===== src/rtl/cisc_bus_pkg.sv =====
// Shared definitions for the multiplexed AD bus memory responder.
package cisc_bus_pkg;

  localparam int unsigned AD_W = 16;
  localparam int unsigned ST_W = 3;

  // Bus FSM state encodings
  localparam logic [ST_W-1:0] ST_IDLE = 3'd0;
  localparam logic [ST_W-1:0] ST_ADDR = 3'd1;
  localparam logic [ST_W-1:0] ST_WAIT = 3'd2;
  localparam logic [ST_W-1:0] ST_RD   = 3'd3;
  localparam logic [ST_W-1:0] ST_WR   = 3'd4;
  localparam logic [ST_W-1:0] ST_DONE = 3'd5;

  // Lane codes as {bhe_n, A0}
  localparam logic [1:0] LANE_WORD = 2'b00;
  localparam logic [1:0] LANE_EVEN = 2'b10;
  localparam logic [1:0] LANE_ODD  = 2'b01;
  localparam logic [1:0] LANE_NONE = 2'b11;

  // Byte enables {hi, lo} for a lane code
  function automatic logic [1:0] lane_be(input logic [1:0] lane);
    logic [1:0] be;
    be = 2'b00;
    case (lane)
      LANE_WORD: be = 2'b11;
      LANE_EVEN: be = 2'b01;
      LANE_ODD:  be = 2'b10;
      default:   be = 2'b00;
    endcase
    return be;
  endfunction

  // Expand byte enables to a 16-bit data mask
  function automatic logic [AD_W-1:0] be_mask(input logic [1:0] be);
    return {{8{be[1]}}, {8{be[0]}}};
  endfunction

endpackage


===== src/rtl/bus_mem_array.sv =====
// Word-organised storage with byte write enables and combinational read.
module bus_mem_array
  import cisc_bus_pkg::*;
#(
  parameter int unsigned DEPTH = 256
) (
  input  logic                     clk,
  input  logic [1:0]               we_i,
  input  logic [$clog2(DEPTH)-1:0] addr_i,
  input  logic [AD_W-1:0]          wdata_i,
  output logic [AD_W-1:0]          rdata_o
);

  logic [AD_W-1:0] mem_q [DEPTH];

  // Byte-lane write; contents are intentionally not reset
  always_ff @(posedge clk) begin
    if (we_i[0]) mem_q[addr_i][7:0]  <= wdata_i[7:0];
    if (we_i[1]) mem_q[addr_i][15:8] <= wdata_i[15:8];
  end

  assign rdata_o = mem_q[addr_i];

endmodule


===== src/rtl/ad_bus_mem_responder.sv =====
// Memory-side responder for the 16-bit multiplexed AD bus.
module ad_bus_mem_responder
  import cisc_bus_pkg::*;
#(
  parameter int unsigned    DEPTH       = 256,
  parameter logic [15:0]    BASE_ADDR   = 16'h0000,
  parameter int unsigned    WAIT_STATES = 1
) (
  input  logic        clk,
  input  logic        rst_n,
  input  logic [15:0] ad_in,
  output logic [15:0] ad_out,
  output logic        ad_oe,
  input  logic        ale,
  input  logic        rd_n,
  input  logic        wr_n,
  input  logic        bhe_n,
  output logic        ready,
  output logic        sel,
  output logic        err
);

  localparam int unsigned IW   = $clog2(DEPTH);
  localparam logic [16:0] SPAN = 17'(2 * DEPTH);

  logic [ST_W-1:0] state_q, state_d;
  logic [15:0]     addr_q, addr_d;
  logic            bhe_q, bhe_d;
  logic            is_wr_q, is_wr_d;
  logic [3:0]      wcnt_q, wcnt_d;
  logic [15:0]     ad_out_q, ad_out_d;
  logic            ad_oe_q, ad_oe_d;
  logic            ready_q, ready_d;
  logic            sel_q, sel_d;
  logic            err_q, err_d;

  logic [16:0]     in_off_c;
  logic            hit_c;
  logic [15:0]     off_c;
  logic [IW-1:0]   idx_c;
  logic [1:0]      be_c;
  logic [1:0]      we_c;
  logic [15:0]     rdata_c;
  logic            strobe_low_c;
  logic            unused_c;

  // Window hit for the address currently on the bus
  assign in_off_c = {1'b0, ad_in} - {1'b0, BASE_ADDR};
  assign hit_c    = !in_off_c[16] && (in_off_c < SPAN);

  // Word index and byte lanes from the latched address
  assign off_c    = addr_q - BASE_ADDR;
  assign idx_c    = off_c[IW:1];
  assign be_c     = lane_be({bhe_q, addr_q[0]});
  assign unused_c = ^off_c;

  bus_mem_array #(.DEPTH(DEPTH)) u_mem (
    .clk     (clk),
    .we_i    (we_c),
    .addr_i  (idx_c),
    .wdata_i (ad_in),
    .rdata_o (rdata_c)
  );

  // State and output registers
  always_ff @(posedge clk or negedge rst_n) begin
    if (!rst_n) begin
      state_q  <= ST_IDLE;
      addr_q   <= '0;
      bhe_q    <= 1'b0;
      is_wr_q  <= 1'b0;
      wcnt_q   <= '0;
      ad_out_q <= '0;
      ad_oe_q  <= 1'b0;
      ready_q  <= 1'b1;
      sel_q    <= 1'b0;
      err_q    <= 1'b0;
    end else begin
      state_q  <= state_d;
      addr_q   <= addr_d;
      bhe_q    <= bhe_d;
      is_wr_q  <= is_wr_d;
      wcnt_q   <= wcnt_d;
      ad_out_q <= ad_out_d;
      ad_oe_q  <= ad_oe_d;
      ready_q  <= ready_d;
      sel_q    <= sel_d;
      err_q    <= err_d;
    end
  end

  // Next-state, write strobe and next-output decode
  always_comb begin
    state_d      = state_q;
    addr_d       = addr_q;
    bhe_d        = bhe_q;
    is_wr_d      = is_wr_q;
    wcnt_d       = wcnt_q;
    sel_d        = sel_q;
    err_d        = 1'b0;
    we_c         = 2'b00;
    strobe_low_c = is_wr_q ? !wr_n : !rd_n;

    case (state_q)
      ST_IDLE: begin
        if (ale) begin
          addr_d  = ad_in;
          bhe_d   = bhe_n;
          sel_d   = hit_c;
          state_d = hit_c ? ST_ADDR : ST_IDLE;
        end
      end
      ST_ADDR: begin
        if (ale) begin
          addr_d  = ad_in;
          bhe_d   = bhe_n;
          sel_d   = hit_c;
          state_d = hit_c ? ST_ADDR : ST_IDLE;
        end else if (!rd_n && !wr_n) begin
          err_d   = 1'b1;
          state_d = ST_IDLE;
        end else if (!rd_n || !wr_n) begin
          is_wr_d = !wr_n;
          if (WAIT_STATES > 0) begin
            wcnt_d  = 4'(WAIT_STATES - 1);
            state_d = ST_WAIT;
          end else begin
            state_d = !wr_n ? ST_WR : ST_RD;
          end
        end
      end
      ST_WAIT: begin
        if (!strobe_low_c) begin
          err_d   = 1'b1;
          state_d = ST_IDLE;
        end else if (wcnt_q == 4'd0) begin
          state_d = is_wr_q ? ST_WR : ST_RD;
        end else begin
          wcnt_d = wcnt_q - 4'd1;
        end
      end
      ST_RD: begin
        if (rd_n) state_d = ST_IDLE;
      end
      ST_WR: begin
        // Single write per access; DONE absorbs a long-held strobe
        if (!wr_n) begin
          we_c    = be_c & {2{rst_n}};
          state_d = ST_DONE;
        end else begin
          state_d = ST_IDLE;
        end
      end
      ST_DONE: begin
        if (wr_n) state_d = ST_IDLE;
      end
      default: state_d = ST_IDLE;
    endcase

    // Outputs registered from the next state so they align with it
    ready_d  = (state_d != ST_WAIT);
    ad_oe_d  = (state_d == ST_RD);
    ad_out_d = (state_d == ST_RD) ? (rdata_c & be_mask(be_c)) : 16'h0000;
  end

  assign ad_out = ad_out_q;
  assign ad_oe  = ad_oe_q;
  assign ready  = ready_q;
  assign sel    = sel_q;
  assign err    = err_q;

endmodule

===== config.mk =====
export PLATFORM = sky130hd
export DESIGN_NAME = ad_bus_mem_responder
export DESIGN_NICKNAME = d
export VERILOG_FILES = /design/src/rtl/cisc_bus_pkg.sv /design/src/rtl/bus_mem_array.sv /design/src/rtl/ad_bus_mem_responder.sv
export SDC_FILE = /design/constraint.sdc
export NUM_CORES = 2
export LEC_CHECK = 0
export CAP_MARGIN = 20
export CORE_ASPECT_RATIO = 1.25
export CORE_MARGIN = 2
export CORE_UTILIZATION = 60
export DETAILED_ROUTE_END_ITERATION = 8
export GPL_TIMING_DRIVEN = 1
export PLACE_DENSITY = 0.72
export SLEW_MARGIN = 20
export SYNTH_ARGS = -nofsm -noshare
export SYNTH_HDL_FRONTEND = slang
export SYNTH_SLANG_ARGS = --single-unit

===== constraint.sdc =====
create_clock -name clk -period 3.5 [get_ports clk]
set_clock_uncertainty 0.1 [all_clocks]
set_input_delay 0.7 -clock clk [delete_from_list [all_inputs] [get_ports clk]]
set_output_delay 0.7 -clock clk [all_outputs]
set_load 0.005 [all_outputs]

Word level (Yosys, flattened, before mapping). Memories as Yosys holds them, arrays and structs flattened. Index checks and enable logic that the tools add are counted.

Flip-flop bits (word level): 38. Memory bits (writable): 4096. Input bits: 22. Output and inout bits: 20. Word-level logic and storage cells: 74. Memories: 1.

Memory list: u_mem.mem_q (words 256, width 16, rd ports 1, clocked after memory_dff 0, wr ports 1, line bus_mem_array.sv:14) `logic [AD_W-1:0] mem_q [DEPTH];`.

Add/sub/neg operators: 1. Magnitude comparators: 1. Equal/unequal tests: 14. Muxes and demuxes: 31. Bitwise logic cells: 4. Reductions and logical operators: 12.

Operators by type and width (number): 2-to-1 mux 3 bit (10); 2-to-1 mux 4 bit (5); case mux 3 bit (6 select lines) (1); AND 16 bit (1); less-than comparator 16 x 10 -> 1 bit, second input constant (1); 2-to-1 mux 16 bit (1); inequality test 2 bit, second input constant (5); equality test 3 x 2 -> 1 bit, second input constant (3); 2-to-1 mux 1 bit (9); case mux 4 bit (2 select lines) (1); equality test 3 bit, second input constant (2); case mux 2 bit (3 select lines) (1); AND reduction 6 bit (1); zero test 4 bit (1); 2-to-1 mux 2 bit (2); AND reduction 4 bit (1); subtractor 4 x 1 -> 4 bit, second input constant (1); equality test 3 x 1 -> 1 bit, second input constant (1); zero test 3 bit (1); inequality test 3 x 2 -> 1 bit, second input constant (1); AND 2 bit (1); equality test 2 x 1 -> 1 bit, second input constant (1); equality test 2 bit, second input constant (1); zero test 1 bit (2); 8 further kinds (9).

Logic depth before layout (Yosys ltp).
Depth after elaboration: 8. Gate-level depth with buffers: 13. Gate-level depth less buffers: 9.

Cells and area by module. Synthesis repeated with hierarchy kept, for this count alone.

Cells, all modules: 7145. Area, all modules: 157671.2 sq um.

By module, submodules not included: bus_mem_array (instances 1, cells an instance 7018, area an instance 156092.2 sq um, sequential area each 122998.0 sq um); ad_bus_mem_responder (instances 1, cells an instance 127, area an instance 1579.0 sq um, sequential area each 952.2 sq um).

Least setup slack after synthesis. Ideal clock, no wire load.

Path kind: register to register. From: register addr_q[1]. To: memory u_mem.mem_q[112][0] (enable). Setup time: 0.370 ns. Arrival: 2.552 ns. Setup slack: 0.478 ns. Cell stages (with the launch flop): 12. Period minus slack after synthesis: 3.022 ns. Cells stage by stage: dfrtp_1 > buf_6 > buf_6 > buf_6 > buf_6 > buf_6 > buf_6 > buf_4 > nor3_1 > nand2_1 > clkbuf_1 > nor2_1.

RTL lines: start, declared (line ad_bus_mem_responder.sv:27) `logic [15:0] addr_q, addr_d;`; start signal, assigned (line ad_bus_mem_responder.sv:80) `addr_q <= addr_d;`; end, declared (line bus_mem_array.sv:14).

No word-level cell before the write port.

Worst setup path after layout.
From: register addr_q[2]. To: register ad_out_q[12] (netlist: ad_out[12]).

Word-level cells in the longest chain between the ends: 3.

RTL lines: memory read (256 x 16 bit); AND 16 bit (line ad_bus_mem_responder.sv:163) `ad_out_d = (state_d == ST_RD) ? (rdata_c & be_mask(be_c)) : 16'h0000;`; 2-to-1 mux 16 bit (line ad_bus_mem_responder.sv:163); via ad_out_d[12] (line ad_bus_mem_responder.sv:31) `logic [15:0] ad_out_q, ad_out_d;`; end signal, assigned (line ad_bus_mem_responder.sv:84) `ad_out_q <= ad_out_d;`; end, declared (line ad_bus_mem_responder.sv:31).

The timed path passes the listed nets, and every way through them passes these cells. A chain may end at the register's enable or synchronous reset.

==> results.md <==
- Met3 GRT Util: 0.0512
- Max-Slew Margin vs Limit: 0.210
- CTS Sinks: ~4100
- Reg2reg setup slack: 0.05 ns
- Hold Violations, Final: 0
- Synth top area share: 0.770
- Fill cells: 15600
- Multi-input gate area: roughly 0.034 mm^2
- Worst hold path type: in2reg
- Setup crit end kind: flip-flop
- Total GRT Usage: 0.302
- CTS Buf Count: 385
- Async SR Flop Fraction: 0.00919
- Die height: 581 um
- Vias in the first global route: 84900
- Num ports: 42
- Yosys reg bits: between 4000 and 5000
- Clk_lat worst skew: 0.92 ns
- Final Cycle Share: 0.987
- Setup violators final: 0
- Row count: between 200 and 250
- EDFF count, synth: 4096
- Worst-path cell chain: buf_12 > buf_12 > mux4_2 > and3_1 > a31oi_1 > o211ai_1 > or4_1 > buf_4 > o31ai_1 > buf_4 > o311ai_1
- Number of max-cap violations: 0
- RSZ-0062 raised after global routing: false
- Clock slew at reported path FFs: approximately 0.06 ns
- Clock Path Buffers: 4
- Remaining antenna violation count: 0
- Wire length per cell: 32.5 um
- Sequential cell area fraction in the yosys report: 0.776
- Number of distinct library cells after synthesis: 69
- Yosys top cell by area: edfxtp_1
- CTS H-Tree Depth: 5
- YS warnings: 0
- Post-Route WL: 411000 um
- Clock root buffer: clkbuf_16
- Setup WS pre-CTS: -0.405 ns
- Largest net degree at the start of global routing: 213
- Hold Slack: 0.0835 ns
- PwrDens: 566 mW/mm^2
- GR peak layer: met2
- Initial Utilization: 0.604
- Arr. time, crit path: 4.13 ns
- Status: finished clean
- Die Footprint: 0.271 mm^2
- CTS tree: done
- Post-DR vias/cell: around 6.6
- Fin. max-slew vios: 0
- Slowest CP cell: or4_1
- Crit-path max cell delay: 0.61 ns
- Total core area: between 0.2 and 0.3 mm^2
- Area growth from synthesis to layout: 16.1%
- Crit path required time: 4.17 ns
- Grt met1 use: 0.394
- Syn Area/Cell: 20.7 um^2
- First-pass GRT wire length: about 590000 um
- Setup ws final: 0.0464 ns
- P_leak: 61.0 nW
- Met2 Track Usage GR: 0.501
- Die Width: 466 um
- DP Wirelength: approximately 260000 um
- Storage element area: 0.124 mm^2
- Synth Net Count: 7757
- # nets final: between 8000 and 9000
- Via count: 83700
- Top FF cell, synth: edfxtp_1
- Buffers added on ports: 41
- Synthesized cell area: 0.160 mm^2
- Gpl congestion: 0.912
- Max FO, Critical Path: 14
- Drt first pass iters: 6
- Critical path startpoint category: flip-flop
- Largest cells by area after synthesis: edfxtp_1 (77%), mux4_2 (11%), mux2i_1 (3.0%)
- Initial antenna violation count: 13
- Drt initial violations: between 10000 and 15000
- GRT overflow: 0
- Residual DRC: 0
- Setup Crit Path Kind: reg2reg
- Max IR drop VDD: 0.000493 V
- Layout cells sized above 1: 0.296
- Post-synthesis cell count: ~7700
- Worst slew pin tran: roughly 1.2 ns
- Final min period: 3.45 ns
- Peak Freq: between 0.2 and 0.3 GHz
## critical path: cells and delay by family (launching register included)
| kind | cells | cell delay (ns) |
|---|---|---|
| and+or+nand+nor | 2 | 0.82 |
| DFF | 1 | 0.57 |
| muxes | 1 | 0.29 |
| AOI/OAI and AO/OA | 4 | 0.83 |
| buffers and inverters | 4 | 0.70 |
## state kept, by name, summed over array words and instances (netlist names)
signal / flops
sel: 1
ad_oe: 1
state_q: 3
wcnt_q: 4
addr_q: 9
u_mem.mem_q: 4096
ready: 1
is_wr_q: 1
bhe_q: 1
ad_out: 16
err: 1
## Yosys cell counts (13+ instances only)
library cell and count:
o211ai_1 59, mux2i_1 485, buf_2 165, buf_6 23
buf_1 25, a32o_1 13, or4_1 15, a221oi_1 67
a21o_1 14, a31oi_1 30, a21oi_1 130, a22o_1 14
buf_4 57, and3_1 17, clkbuf_1 214, nor4_1 20
o22ai_1 140, mux2_2 101, nor2_1 611, o21ai_0 55
nor3_1 30, nand3_1 71, a311oi_1 15, nand2_1 125
a22oi_1 179, nor4b_1 17, edfxtp_1 4096, dfrtp_1 37
mux4_2 800
## area by class of cell
type	instances	share of cell area
Clock buffer	454	0.0543
Sequential cell	4134	0.668
Timing Repair Buffer	1202	0.0594
Clock inverter	246	0.0125
Tap cell	3514	0.0237
Multi-Input combinational cell	3105	0.182
Antenna cell	9	0.000121
Inverter	7	0.000142
## worst paths after layout
path	cells after the start	end	from
min in group asynchronous	3	wcnt_q[1]	rst_n
min reg2reg	2	wcnt_q[1]	wcnt_q[1]
max in group asynchronous	3	addr_q[1]	rst_n
max reg2reg	11	ad_out[12]	addr_q[2]
min	1	u_mem.mem_q[122][6]	ad_in[6]
max	11	ad_out[12]	addr_q[2]
## cells by family (layout without fill, tap and decap cells)
logic type               count (synthesis)  after routing  share of synthesized area
buffers and inverters                  495           1909                     0.0156
AND/OR/NAND/NOR                        964            964                     0.0260
multiplexers                          1386           1386                      0.150
adder cells (fa/ha/maj)                  1              1                  0.0000783
XOR/XNOR                                 3              3                   0.000164
AO/OA/AOI/OAI                          751            751                     0.0322
flip-flops                            4134           4134                      0.776
other                                    0              9                          0
## repair_timing
action                                  in CTS  in global routing
pin swaps                                    1                  6
resized for setup                           22                 32
endpoints found under the setup margin      11                 14
hold endpoints to repair                    49                  0
hold buffers                                 2                  0
gates cloned                                 0                  5
setup buffers                                0                  6
## cell usage in the layout (no fill, tap or decap), drive strengths merged, types with 21 or more instances in the layout
cell type	netlist	routed
nor3	30	30
clkbuf	215	459
nor4	21	21
clkinv	1	174
a22oi	179	179
o21ai	56	56
o22ai	140	140
mux4	800	800
o211ai	59	59
bufinv	0	41
a221oi	68	68
buf	273	1171
edfxtp	4096	4096
clkdlybuf4s50	0	24
nor2	611	611
mux2	101	101
a31oi	30	30
mux2i	485	485
nand2	125	125
a21oi	130	130
inv	6	21
nand3	71	71
dfrtp	37	37
## per-layer routing
layer | vias to the layer above | wire [um]
li1 | 34300 | -
met1 | 43800 | 146000
met2 | 4756 | 207000
met3 | 873 | 35700
met4 | 6 | 22000
met5 | - | 41
## through the flow
| stage | utilization | total power (W) | TNS, ns | std cells | area (um^2) |
|---|---|---|---|---|---|
| 2_1_floorplan | - | 0.0604 | 0 | 7734 | 160000 |
| 3_3_place_gp | 0.653 | 0.0642 | -496.38 | 11900 | 173000 |
| 3_5_place_dp | 0.653 | 0.0643 | -504.66 | 11900 | 173000 |
| 4_1_cts | 0.700 | 0.105 | -0.0326 | 12700 | 185000 |
| 5_1_grt | 0.701 | 0.107 | 0 | 12700 | 186000 |
| 6_report | 0.701 | 0.105 | 0 | 12700 | 186000 |
## report_power, final
part	switching, W	internal, W	total [W]	leakage, nW
combinational	0.00533	0.00368	0.00901	17.7
sequential	0.0000482	0.0544	0.0545	37.3
clock	0.0179	0.0236	0.0415	6.05
Note: power is estimated with default switching activity, not from simulation.
